==> src/rtl/pc_unit_pkg.sv <==
// Shared definitions for the program-counter stage.
//   pc_state_e     : sequencing state (RUN, SLOT, HALT)
//   redirect_req_t : the three redirect requests for the instruction at pc_out
//   sext_shl2      : branch immediate -> byte offset
package pc_unit_pkg;

  typedef enum logic [1:0] {
    ST_RUN  = 2'd0,
    ST_SLOT = 2'd1,
    ST_HALT = 2'd2
  } pc_state_e;

  typedef struct packed {
    logic jr;
    logic jump;
    logic pcsel;
  } redirect_req_t;

  localparam logic [31:0] RESET_PC_DEFAULT = 32'h0000_0000;

  // Statistics counter slots
  localparam int CNT_CYCLE = 0;
  localparam int CNT_JUMP  = 1;
  localparam int CNT_BR    = 2;
  localparam int NUM_CNT   = 3;

  // Word offset of a conditional branch, sign-extended to 32 bits.
  function automatic logic [31:0] sext_shl2(input logic [15:0] imm);
    return {{14{imm[15]}}, imm, 2'b00};
  endfunction

endpackage

==> src/rtl/pc_unit_if.sv <==
// Decode <-> PC stage bundle.
//   master : decode side, drives requests, observes fetch address and stats
//   slave  : pc_unit side
interface pc_unit_if;
  logic        stall;
  logic        halt;
  logic        pcsel;
  logic [15:0] br_imm;
  logic        jump;
  logic [25:0] jump_idx;
  logic        jr;
  logic [31:0] jr_target;
  logic [31:0] pc_out;
  logic [31:0] pc_plus4;
  logic        halted;
  logic        slot_active;
  logic [31:0] cycle_cnt;
  logic [31:0] jump_cnt;
  logic [31:0] br_taken_cnt;

  modport master (
    output stall, halt, pcsel, br_imm, jump, jump_idx, jr, jr_target,
    input  pc_out, pc_plus4, halted, slot_active, cycle_cnt, jump_cnt, br_taken_cnt
  );

  modport slave (
    input  stall, halt, pcsel, br_imm, jump, jump_idx, jr, jr_target,
    output pc_out, pc_plus4, halted, slot_active, cycle_cnt, jump_cnt, br_taken_cnt
  );
endinterface

==> src/rtl/pc_next_calc.sv <==
// Combinational redirect target selection.
//   pc        : current fetch address
//   req       : jr / jump / pcsel requests
//   br_imm, jump_idx, jr_target : target operands
//   target    : selected redirect address (jr > jump > pcsel)
//   redirect  : any request present
//   is_jump   : winning request is jr or jump
//   is_branch : winning request is the conditional branch
module pc_next_calc
  import pc_unit_pkg::*;
(
  input  logic [31:0]   pc,
  input  redirect_req_t req,
  input  logic [15:0]   br_imm,
  input  logic [25:0]   jump_idx,
  input  logic [31:0]   jr_target,
  output logic [31:0]   target,
  output logic          redirect,
  output logic          is_jump,
  output logic          is_branch
);

  logic [31:0] pc_plus4;

  assign pc_plus4 = pc + 32'd4;

  always_comb begin
    target = pc_plus4 + sext_shl2(br_imm);
    if (req.jr) begin
      target = jr_target;
    end else if (req.jump) begin
      target = {pc_plus4[31:28], jump_idx, 2'b00};
    end
  end

  assign redirect  = req.jr | req.jump | req.pcsel;
  assign is_jump   = req.jr | req.jump;
  assign is_branch = req.pcsel & ~is_jump;

endmodule

==> src/rtl/pc_unit.sv <==
// Program-counter stage: sequencing, optional delay slot, stall, sticky halt
// and statistics counters.
//   clk, rst_n : clock and asynchronous active-low reset
//   bus        : pc_unit_if.slave (requests in; pc_out, pc_plus4, halted,
//                slot_active and the three counters out)
module pc_unit
  import pc_unit_pkg::*;
#(
  parameter logic [31:0] RESET_PC   = RESET_PC_DEFAULT,
  parameter int          DELAY_SLOT = 1
) (
  input  logic      clk,
  input  logic      rst_n,
  pc_unit_if.slave  bus
);

  pc_state_e        state_reg;
  logic [31:0]      pc_reg;
  logic [31:0]      target_reg;

  redirect_req_t    req;
  logic [31:0]      calc_target;
  logic             calc_redirect;
  logic             calc_is_jump;
  logic             calc_is_branch;
  logic             run_advance;
  logic [NUM_CNT-1:0] cnt_inc;
  logic [NUM_CNT-1:0][31:0] cnt_val;

  assign req = '{jr: bus.jr, jump: bus.jump, pcsel: bus.pcsel};

  pc_next_calc u_next_calc (
    .pc        (pc_reg),
    .req       (req),
    .br_imm    (bus.br_imm),
    .jump_idx  (bus.jump_idx),
    .jr_target (bus.jr_target),
    .target    (calc_target),
    .redirect  (calc_redirect),
    .is_jump   (calc_is_jump),
    .is_branch (calc_is_branch)
  );

  always_ff @(posedge clk or negedge rst_n) begin
    if (!rst_n) begin
      state_reg  <= ST_RUN;
      pc_reg     <= RESET_PC;
      target_reg <= 32'h0000_0000;
    end else begin
      case (state_reg)
        ST_RUN: begin
          if (bus.halt) begin
            state_reg <= ST_HALT;
          end else if (bus.stall) begin
            state_reg <= ST_RUN;
          end else if (calc_redirect) begin
            if (DELAY_SLOT != 0) begin
              // The sequential instruction after the branch still executes.
              pc_reg     <= pc_reg + 32'd4;
              target_reg <= calc_target;
              state_reg  <= ST_SLOT;
            end else begin
              pc_reg <= calc_target;
            end
          end else begin
            pc_reg <= pc_reg + 32'd4;
          end
        end
        ST_SLOT: begin
          // Requests from the slot instruction itself are deliberately dropped.
          if (bus.halt) begin
            state_reg <= ST_HALT;
          end else if (!bus.stall) begin
            pc_reg    <= target_reg;
            state_reg <= ST_RUN;
          end
        end
        ST_HALT: begin
          state_reg <= ST_HALT;
        end
        default: begin
          state_reg <= ST_RUN;
        end
      endcase
    end
  end

  // Redirects only count when they are actually accepted in RUN.
  assign run_advance = (state_reg == ST_RUN) & ~bus.halt & ~bus.stall;

  always_comb begin
    cnt_inc            = '0;
    cnt_inc[CNT_CYCLE] = (state_reg != ST_HALT);
    cnt_inc[CNT_JUMP]  = run_advance & calc_is_jump;
    cnt_inc[CNT_BR]    = run_advance & calc_is_branch;
  end

  generate
    for (genvar gi = 0; gi < NUM_CNT; gi++) begin : g_cnt
      logic [31:0] cnt_reg;
      always_ff @(posedge clk or negedge rst_n) begin
        if (!rst_n) begin
          cnt_reg <= 32'h0000_0000;
        end else if (cnt_inc[gi]) begin
          cnt_reg <= cnt_reg + 32'd1;
        end
      end
      assign cnt_val[gi] = cnt_reg;
    end
  endgenerate

  assign bus.pc_out       = pc_reg;
  assign bus.pc_plus4     = pc_reg + 32'd4;
  assign bus.halted       = (state_reg == ST_HALT);
  assign bus.slot_active  = (state_reg == ST_SLOT);
  assign bus.cycle_cnt    = cnt_val[CNT_CYCLE];
  assign bus.jump_cnt     = cnt_val[CNT_JUMP];
  assign bus.br_taken_cnt = cnt_val[CNT_BR];

endmodule
==> src/flat_wrapper.sv <==
// flat-port wrapper written by rule: the top's interface ports become plain ports
module pc_unit_flat import pc_unit_pkg::*;
#(
  parameter logic [31:0] RESET_PC   = RESET_PC_DEFAULT,
  parameter int          DELAY_SLOT = 1
)
  (clk, rst_n, bus_stall, bus_halt, bus_pcsel, bus_br_imm, bus_jump, bus_jump_idx, bus_jr, bus_jr_target, bus_pc_out, bus_pc_plus4, bus_halted, bus_slot_active, bus_cycle_cnt, bus_jump_cnt, bus_br_taken_cnt);
  pc_unit_if bus_i ();
  input  logic clk;
  input  logic rst_n;
  input wire logic [$bits(bus_i.stall)-1:0] bus_stall;
  input wire logic [$bits(bus_i.halt)-1:0] bus_halt;
  input wire logic [$bits(bus_i.pcsel)-1:0] bus_pcsel;
  input wire logic [$bits(bus_i.br_imm)-1:0] bus_br_imm;
  input wire logic [$bits(bus_i.jump)-1:0] bus_jump;
  input wire logic [$bits(bus_i.jump_idx)-1:0] bus_jump_idx;
  input wire logic [$bits(bus_i.jr)-1:0] bus_jr;
  input wire logic [$bits(bus_i.jr_target)-1:0] bus_jr_target;
  output wire logic [$bits(bus_i.pc_out)-1:0] bus_pc_out;
  output wire logic [$bits(bus_i.pc_plus4)-1:0] bus_pc_plus4;
  output wire logic [$bits(bus_i.halted)-1:0] bus_halted;
  output wire logic [$bits(bus_i.slot_active)-1:0] bus_slot_active;
  output wire logic [$bits(bus_i.cycle_cnt)-1:0] bus_cycle_cnt;
  output wire logic [$bits(bus_i.jump_cnt)-1:0] bus_jump_cnt;
  output wire logic [$bits(bus_i.br_taken_cnt)-1:0] bus_br_taken_cnt;
  assign bus_i.stall = bus_stall;
  assign bus_i.halt = bus_halt;
  assign bus_i.pcsel = bus_pcsel;
  assign bus_i.br_imm = bus_br_imm;
  assign bus_i.jump = bus_jump;
  assign bus_i.jump_idx = bus_jump_idx;
  assign bus_i.jr = bus_jr;
  assign bus_i.jr_target = bus_jr_target;
  assign bus_pc_out = bus_i.pc_out;
  assign bus_pc_plus4 = bus_i.pc_plus4;
  assign bus_halted = bus_i.halted;
  assign bus_slot_active = bus_i.slot_active;
  assign bus_cycle_cnt = bus_i.cycle_cnt;
  assign bus_jump_cnt = bus_i.jump_cnt;
  assign bus_br_taken_cnt = bus_i.br_taken_cnt;
  pc_unit #(.RESET_PC(RESET_PC), .DELAY_SLOT(DELAY_SLOT)) u_core (.clk(clk), .rst_n(rst_n), .bus(bus_i));
endmodule
==> config.mk <==
export PLATFORM = sky130hd
export DESIGN_NAME = pc_unit_flat
export DESIGN_NICKNAME = d
export VERILOG_FILES = /design/src/rtl/pc_unit_pkg.sv /design/src/rtl/pc_unit_if.sv /design/src/rtl/pc_next_calc.sv /design/src/rtl/pc_unit.sv /design/src/flat_wrapper.sv
export SDC_FILE = /design/constraint.sdc
export NUM_CORES = 1
export LEC_CHECK = 0
export ABC_AREA = 1
export CAP_MARGIN = 20
export CORE_ASPECT_RATIO = 1.75
export CORE_MARGIN = 3
export CORE_UTILIZATION = 50
export DETAILED_ROUTE_END_ITERATION = 10
export GPL_ROUTABILITY_DRIVEN = 1
export HOLD_SLACK_MARGIN = 0.12
export PLACE_DENSITY_LB_ADDON = 0.08
export SETUP_SLACK_MARGIN = 0.1
export SYNTH_ARGS = -nofsm -noshare
export SYNTH_HDL_FRONTEND = slang
export SYNTH_HIERARCHICAL = 1
export SYNTH_SLANG_ARGS = --single-unit
==> constraint.sdc <==
create_clock -name clk -period 3.65 [get_ports clk]
set_input_delay 0.73 -clock clk [delete_from_list [all_inputs] [get_ports clk]]
set_output_delay 0.73 -clock clk [all_outputs]
set_load 0.01 [all_outputs]
==> impl_metrics.ini, run 1 <==
[grt]
grt_pass1_wl_um = 71000
antenna_found_initial = 0
first_global_vias = 13600
grtUsageTotal_pct = 33.1
gr-total-overflow = 0
grt_max_degree = 75

[cts]
clkSinkCount = 162
numCtsBuffers = 17
cts-htree-levels = 4
cts_tree = built
clockBufferDepth = 2
root_buffer = clkbuf_16
clk_latency_ns = 0.44
clk_pin_slew_worst_paths_ns = 0.07
hold_buffers = 0

[setup_path]
worstPathArrival_ns = 3.72
crit_type = flop to flop
reg2reg_from = u_core/bus.pc_out[3]
rr_endpoint = u_core/target_reg[30]
max_stage_delay_ns = 0.45
cp_common_cell = nand2_1
crit_chain = ha_1, nand4_1, nor3_2, inv_2, nor2_2, nand3_2, xor2_1, inv_1, ha_2, nand2_1, inv_1, nand2_1, nor3_2, and2_1, nand2_1, nand3_1, nand2_1, nor2_1, nor2_1, mux2_2
cp_slowest_cell = dfrtp_2
r2r_slack_ns = 0.25
cp-start-kind = flop
crit_path_end_kind = flop
required_ns = 3.97
cp.depth = 20
critical_path_buf_inv_count = 3
crit_family = simple AND/OR/NAND/NOR gates
worstPathMaxFanout = 7
rr_worst_depth = 20

[timing]
tightest_slew_ns = 0.606
rsz0062_at_grt = true
fmax_mhz = 294
hold_viol = 0
tns_ns = 0
setup-violations-final = 0
clock_skew_ns = 0.0115
max-slew-margin-rel_pct = 59.5
fin_crit_sh_pct = 93.3
drv_slew = 0
period_minus_slack_ns = 3.40

[logic_synthesis]
synthFlopType = dfrtp_1
synth.cell_area_um2 = 12800
synthTopCellsByArea = dfrtp_1, nand2_1, nor2_1
ys_seq_elements = 162
ys_types = 43
syn_inst = 1927
synthArstFlopShare_pct = 100
syn_area_per_cell_um2 = 6.67
syn_nets = 2048
yosys.area.top_type = dfrtp_1
ys_seq_area_share_pct = 31.6
synth.top_cell.area_share_pct = 31.6
synth_edf_count = 0
yosys_warnings = 6

[drt]
drcViolationCount = 0
vias = 13600
firstDrtPassIters = 5
routed_via_density = 5.39
drtAntennaViolNets = 0
wl_per_cell_um = 18.4
drt_iter0_drc = 909
wirelength_um = 46200

[placed_design]
dp_hpwl_um = 37000
routabilityCongestion = 0.932
io_buffers = 242
dp.cells = 2485

[pwr]
p_leak_nw = 8.07
pwr_density_cell_nw_per_um2 = 242
vdd_drop_max_mv = 0.324

[floorplan]
fp.dieW_um = 127
rows = 77
initial_core_util_pct = 50.9
io_pins = 243
core_region_area_um2 = 25200
die_y_um = 218
die-area_um2 = 27700

[hold_path]
hp-class = input pin to asynchronous set/reset pin

[final_layout]
antenna_cells = 0
drive_gt1_share_pct = 8.13
final_nets = 2310
fin_cells = 2518
synthToLayoutAreaGrowth_pct = 27.4

[run_status]
status = completed

[flow_run]
cap_violations = 0
-- through the flow --
step / hold WS [ns] / instance area, um2 / utilization (%) / power (mW) / worst slack, ns
after global placement: 0.492 / 15700 / 62.4 / 2.19 / 0.116
after floorplan: 0.434 / 12800 / - / 1.98 / 0.638
after global routing: 0.244 / 16400 / 64.8 / 4.08 / 0.0696
after CTS: 0.222 / 16300 / 64.7 / 3.99 / 0.132
final: 0.205 / 16400 / 64.8 / 3.95 / 0.245
after detailed placement: 0.496 / 15700 / 62.4 / 2.19 / 0.146
-- power breakdown --
| group | internal (mW) | total [mW] | switching [mW] |
|---|---|---|---|
| Combinational | 0.152 | 0.363 | 0.211 |
| Clock | 0.959 | 1.80 | 0.837 |
| Sequential | 1.79 | 1.79 | 0 |
-- layout make-up --
type	count	area, um2
repair buffers	274	2700
flip-flops and latches	162	4060
well taps	316	395
clock inverters	15	146
inverters	240	901
fillers	2339	8880
clock buffers	17	425
multi-input cells	1494	7730
-- layer usage --
layer	vias up	share of wire, %	track usage (%)	routed length [um]
li1	6563	-	-	-
met1	6362	35	34.2	16300
met2	500	52	60.2	24200
met3	145	4.7	5.12	2190
met4	0	7.7	22.8	3540
met5	-	0	0	0
-- logic make-up (layout without fill, tap and decap cells) --
kind of cell,Yosys count,count (layout),synth area share (%)
AO/OA/AOI/OAI,156,156,6.94
XOR/XNOR,102,102,7.01
adder cells (fa/ha/maj),40,40,3.95
buffers and inverters,271,546,8.46
flip-flops,162,162,31.6
multiplexers,15,15,1.61
AND/OR/NAND/NOR,1181,1181,40.5
-- worst reg2reg max path: stages (launching register included) --
cell	delay, ns
dfrtp_2	0.45
ha_1	0.17
nand4_1	0.17
nor3_2	0.23
inv_2	0.06
nor2_2	0.16
nand3_2	0.09
xor2_1	0.16
inv_1	0.10
ha_2	0.42
nand2_1	0.12
inv_1	0.14
nand2_1	0.11
nor3_2	0.15
and2_1	0.15
nand2_1	0.07
nand3_1	0.09
nand2_1	0.05
nor2_1	0.10
nor2_1	0.05
mux2_2	0.27
-- synthesized netlist by cell type (all sizes together) (24+ instances only) --
cell type  number
a21oi          76
buf            24
dfrtp         162
ha             39
inv           240
nand2         696
nand3         132
nand4          28
nor2          281
nor3           24
o21ai          42
xnor2          42
xor2           60
-- how the worst max path moves through the flow --
| stage | from | to | slack (ns) |
|---|---|---|---|
| finish | u_core/bus.pc_out[3] | u_core/target_reg[30] | 0.25 |
| global route | u_core/bus.pc_out[3] | u_core/target_reg[30] | 0.07 |
| CTS | u_core/bus.pc_out[3] | u_core/target_reg[30] | 0.13 |
| detailed placement | u_core/bus.pc_out[3] | u_core/target_reg[30] | 0.15 |
| global placement | bus_br_imm[0] | u_core/target_reg[14] | 0.12 |
| floorplan | u_core/bus.pc_out[3] | u_core/target_reg[30] | 0.64 |
-- timing repair --
action / 4_1_cts / 5_1_grt
gates resized for setup: 0 / 14
setup endpoints to repair: 0 / 9
buffers inserted: 0 / 1
-- placed cells by master (no fill, tap or decap), types with 3 or more instances in the layout --
cell / count
nand2_1: 672
clkdlybuf4s50_1: 241
nor2_1: 240
inv_1: 235
dfrtp_1: 155
nand3_1: 126
a21oi_1: 73
xor2_1: 60
xnor2_1: 41
ha_1: 38
o21ai_0: 33
buf_4: 29
nand4_1: 28
nor2_4: 20
nand2_2: 19
nor2_2: 18
clkbuf_16: 17
nand3b_1: 13
a22o_1: 13
nor3_1: 12
o21bai_1: 11
nor3_2: 11
mux2_4: 10
o21ai_1: 9
o211ai_1: 9
dfrtp_2: 7
and2_1: 6
nand2_4: 5
nand3_2: 5
inv_2: 5
inv_6: 4
clkinv_2: 3
inv_8: 3
nor2_8: 3
mux2_2: 3
a21oi_2: 3
o22ai_1: 3
buf_12: 3
(Power assumes the default switching activity.)
==> run 2, diff against run 1 <==
--- a/config.mk
+++ b/config.mk
@@ -11,7 +11,7 @@
 export CORE_MARGIN = 3
 export CORE_UTILIZATION = 50
 export DETAILED_ROUTE_END_ITERATION = 10
-export GPL_ROUTABILITY_DRIVEN = 1
+export GPL_ROUTABILITY_DRIVEN = 0
 export HOLD_SLACK_MARGIN = 0.12
 export PLACE_DENSITY_LB_ADDON = 0.08
 export SETUP_SLACK_MARGIN = 0.1
==> impl_metrics.ini, run 2 (synthesized netlist as in run 1, its figures left out) <==
[final_layout]
final_nets = 2302
synthToLayoutAreaGrowth_pct = 26.9
final_cell_mix = nand2_1, clkdlybuf4s50_1, nor2_1, inv_1, dfrtp_1
layout_commonest_cell = nand2_1
drive_gt1_share_pct = 7.38
antenna_cells = 0
fillerInstances = 2376

[setup_path]
rr_worst_depth = 18
crit_path_end_kind = flop
crit_type = flop to flop
max_stage_delay_ns = 0.58
crit_family = simple AND/OR/NAND/NOR gates
crit_path_start = u_core/bus.pc_out[10]
rr_endpoint = u_core/target_reg[28]
cp.depth = 18
critical_path_buf_inv_count = 1
worstPathArrival_ns = 3.66
cp_slowest_cell = dfrtp_1
reg2reg_from = u_core/bus.pc_out[10]
cp-start-kind = flop
worstPathMaxFanout = 10
required_ns = 3.98
r2r_slack_ns = 0.32
cp_common_cell = nand2_1
crit_chain = nand2_2, nor2_2, nand2_2, nor4_4, nand2_1, xnor2_1, ha_1, nand2_1, inv_1, nand2_1, nor3_1, nand3_1, nand2_1, nand2_1, nand3_1, nand2_1, nor2_1, a21oi_1

[drt]
drcViolationCount = 0
drt_iter0_drc = 939
firstDrtPassIters = 6
wirelength_um = 43600
routed_via_density = 5.38
drtAntennaViolNets = 0
vias = 13500
wl_per_cell_um = 17.4

[timing]
rsz0062_at_grt = true
setup-violations-final = 0
max-slew-margin-rel_pct = 58.9
tightest_slew_ns = 0.616
fin_crit_sh_pct = 91.1
drv_slew = 0
period_minus_slack_ns = 3.33
clock_skew_ns = 0.00641
hold_viol = 0
fmax_mhz = 301
tns_ns = 0
worst_slack_ns = 0.324

[grt]
grtUsageMet1_pct = 32.2
grt_pass1_wl_um = 68200
grtUsageMet3_pct = 6.05
busiest_layer = met2
first_global_vias = 13400
gr-total-overflow = 0
grt_max_degree = 77
use_met2_pct = 56.3
grtUsageTotal_pct = 31.6
antenna_found_initial = 0

[pwr]
p_leak_nw = 8.05
pwr_density_cell_nw_per_um2 = 245
vdd_drop_max_mv = 0.326

[floorplan]
initial_core_util_pct = 50.9
die_y_um = 218
die-area_um2 = 27700
core_region_area_um2 = 25200
io_pins = 243
fp.dieW_um = 127
rows = 77

[cts]
post_cts_buffers = 0
hold_buffers = 0
cts-htree-levels = 4
clk_latency_ns = 0.46
clk_pin_slew_worst_paths_ns = 0.07
cts_tree = built
cts_resized = 0
numCtsBuffers = 17
root_buffer = clkbuf_16
clockBufferDepth = 2
clkSinkCount = 162

[placed_design]
dp_hpwl_um = 34500
io_buffers = 242
pre_cts_ws_ns = 0.301

[hold_path]
hp-class = input pin to asynchronous set/reset pin

[run_status]
status = completed

[flow_run]
cap_violations = 0
-- run 2: changes by cell type in the layout (fill, tap and decap cells not counted), sizes merged --
cell and change:
clkinvlp +2, buf -8, clkbuf +2, inv -4, bufinv +1, clkinv -1
-- run 2: how the worst max path moves through the flow --
| stage | slack (ns) | end |
|---|---|---|
| 3_3_place_gp | 0.29 | u_core/target_reg[14] |
| 2_1_floorplan | 0.64 | u_core/target_reg[30] |
| 3_5_place_dp | 0.30 | u_core/target_reg[14] |
| 6_report | 0.32 | u_core/target_reg[28] |
| 5_1_grt | 0.09 | u_core/target_reg[30] |
| 4_1_cts | 0.29 | bus_pc_plus4[18] |
-- run 2: layout make-up --
cell class	count	area [um2]	share of cell area, %
multi-input combinational	1494	7720	47.4
sequential	162	4060	24.9
timing repair buffer	266	2630	16.1
inverter	240	901	5.53
clock buffer	19	443	2.72
tap	316	395	2.43
clock inverter	13	150	0.921
-- run 2: through the flow --
stage,total power [mW],hold slack (ns),std cells,util [%],instance area (um2)
final,3.99,0.196,2510,64.6,16300
after global placement,2.17,0.486,2478,62.1,15700
after floorplan,1.98,0.434,1927,-,12800
after CTS,4.03,0.209,2510,64.5,16300
after global routing,4.14,0.219,2510,64.6,16300
after detailed placement,2.17,0.501,2478,62.1,15700
-- run 2: metal layers --
| metal | part of all wire, % | up-vias |
|---|---|---|
| met5 | 0 | - |
| met4 | 8.3 | 0 |
| met3 | 6.2 | 169 |
| met2 | 51 | 548 |
| met1 | 35 | 6243 |
| li1 | - | 6552 |
-- run 2: where the power goes --
| group | total (mW) | switching [mW] | internal (mW) |
|---|---|---|---|
| combinational | 0.346 | 0.196 | 0.150 |
| sequential | 1.79 | 0 | 1.79 |
| clock | 1.85 | 0.819 | 1.03 |
-- run 2: worst reg2reg max path, cell delays in order (launching register included) --
cell     delay, ns
dfrtp_1       0.58
nand2_2       0.13
nor2_2        0.17
nand2_2       0.11
nor4_4        0.26
nand2_1       0.12
xnor2_1       0.15
ha_1          0.43
nand2_1       0.16
inv_1         0.12
nand2_1       0.11
nor3_1        0.27
nand3_1       0.15
nand2_1       0.09
nand2_1       0.05
nand3_1       0.09
nand2_1       0.06
nor2_1        0.10
a21oi_1       0.05
==> run 3, diff against run 2 <==
--- a/config.mk
+++ b/config.mk
@@ -9,12 +9,13 @@
 export CAP_MARGIN = 20
 export CORE_ASPECT_RATIO = 1.75
 export CORE_MARGIN = 3
-export CORE_UTILIZATION = 50
+export CORE_UTILIZATION = 54
 export DETAILED_ROUTE_END_ITERATION = 10
 export GPL_ROUTABILITY_DRIVEN = 0
 export HOLD_SLACK_MARGIN = 0.12
 export PLACE_DENSITY_LB_ADDON = 0.08
 export SETUP_SLACK_MARGIN = 0.1
+export SLEW_MARGIN = 40
 export SYNTH_ARGS = -nofsm -noshare
 export SYNTH_HDL_FRONTEND = slang
 export SYNTH_HIERARCHICAL = 1
==> impl_metrics.ini, run 3 (synthesized netlist as in run 1, its figures left out) <==
[grt]
first_global_vias = 13200
grtUsageTotal_pct = 33.4
antenna_found_initial = 0
grt_pass1_wl_um = 66600
gr-total-overflow = 0
grt_max_degree = 93

[timing]
period_minus_slack_ns = 3.36
fmax_mhz = 298
drv_slew = 0
tns_ns = 0
tightest_slew_ns = 0.600
setup-violations-final = 0
max-slew-margin-rel_pct = 59.9
hold_viol = 0
clock_skew_ns = 0.00971
rsz0062_at_grt = false
fin_crit_sh_pct = 92.0

[drt]
drtAntennaViolNets = 0
routed_via_density = 5.43
drt_iter0_drc = 957
firstDrtPassIters = 5
vias = 13600
drcViolationCount = 0
wl_per_cell_um = 17.2
wirelength_um = 43000

[setup_path]
crit_type = flop to flop
reg2reg_from = u_core/bus.pc_out[3]
required_ns = 3.98
crit_path_end_kind = flop
r2r_slack_ns = 0.29
cp-start-kind = flop
worstPathArrival_ns = 3.69
worstPathMaxFanout = 7
critical_path_buf_inv_count = 1
crit_chain = ha_1, nand4_1, nor3_2, xor2_1, ha_1, nand2_1, inv_1, a21oi_1, nand3_1, o21ai_0, nand3_1, mux2_4
rr_endpoint = u_core/target_reg[14]
cp_slowest_cell = dfrtp_2
crit_family = simple AND/OR/NAND/NOR gates
rr_worst_depth = 12
max_stage_delay_ns = 0.44

[flow_run]
cap_violations = 0

[pwr]
p_total_mw = 3.96
p_int_mw = 2.99
p_comb_share_pct = 8.8
p_leak_nw = 8.03
p_switching_mw = 0.970
swShare_pct = 24.5
pwr_density_cell_nw_per_um2 = 243
pwr-share-seq_pct = 45.4
vdd_drop_max_mv = 0.300
pwr-share-clk_pct = 45.8

[floorplan]
die-area_um2 = 25700
die_y_um = 210
fp.dieW_um = 123
rows = 74
core_region_area_um2 = 23300
io_pins = 243
initial_core_util_pct = 55.1

[placed_design]
dp_hpwl_um = 33700
io_buffers = 242

[final_layout]
final_nets = 2302
drive_gt1_share_pct = 7.57
final_cell_mix = nand2_1, clkdlybuf4s50_1, nor2_1, inv_1, dfrtp_1
layout_commonest_cell = nand2_1
synthToLayoutAreaGrowth_pct = 26.7
antenna_cells = 0

[hold_path]
hp-class = input pin to asynchronous set/reset pin

[cts]
cts-htree-levels = 4
root_buffer = clkbuf_16
numCtsBuffers = 17
clkSinkCount = 162
hold_buffers = 0
clk_pin_slew_worst_paths_ns = 0.06
clk_latency_ns = 0.45
clockBufferDepth = 2
cts_tree = built

[run_status]
status = completed
run 3: final cells by class:
| type | count | area (um2) |
|---|---|---|
| Timing Repair Buffer | 266 | 2630 |
| Tap cell | 304 | 380 |
| Clock buffer | 23 | 508 |
| Inverter | 240 | 901 |
| Sequential cell | 162 | 4060 |
| Multi-Input combinational cell | 1494 | 7730 |
| Clock inverter | 7 | 72.6 |
| Fill cell | 2101 | 7050 |
run 3: layer usage:
layer	track usage, %	share of wire, %	up-vias
met3	6.01	5.9	172
li1	-	-	6555
met1	34.9	35	6237
met5	0	0	-
met2	58.8	51	592
met4	24.2	8.1	0
run 3: power by group through the flow:
stage               Combinational (mW)  Clock (mW)  Sequential, mW
finish                           0.348        1.81            1.80
global route                     0.379        1.91            1.79
CTS                              0.346        1.84            1.80
detailed placement               0.343           0            1.83
global placement                 0.341           0            1.83
floorplan                        0.150           0            1.83
run 3: worst max path at each step:
stage / start / to / cells after the start
finish: u_core/bus.pc_out[3] / u_core/target_reg[14] / 12
detailed placement: u_core/bus.pc_out[3] / u_core/target_reg[30] / 18
floorplan: u_core/bus.pc_out[3] / u_core/target_reg[30] / 18
global route: u_core/bus.pc_out[3] / u_core/target_reg[30] / 18
global placement: u_core/bus.pc_out[3] / u_core/target_reg[14] / 12
CTS: u_core/bus.pc_out[3] / bus_pc_plus4[28] / 8
run 3: through the flow:
step	utilization (%)	std cells	hold slack, ns	setup slack, ns	instance area [um2]
final	69.8	2496	0.140	0.292	16300
after global placement	67.1	2466	0.487	0.385	15700
after global routing	69.8	2496	0.148	0.101	16300
after floorplan	-	1927	0.434	0.638	12800
after detailed placement	67.1	2466	0.495	0.316	15700
after CTS	69.6	2496	0.134	0.280	16200
run 3: repair_timing:
| action | 4_1_cts | 5_1_grt |
|---|---|---|
| setup buffers | 0 | 0 |
| gates resized for setup | 0 | 11 |
| setup endpoints to repair | 0 | 10 |
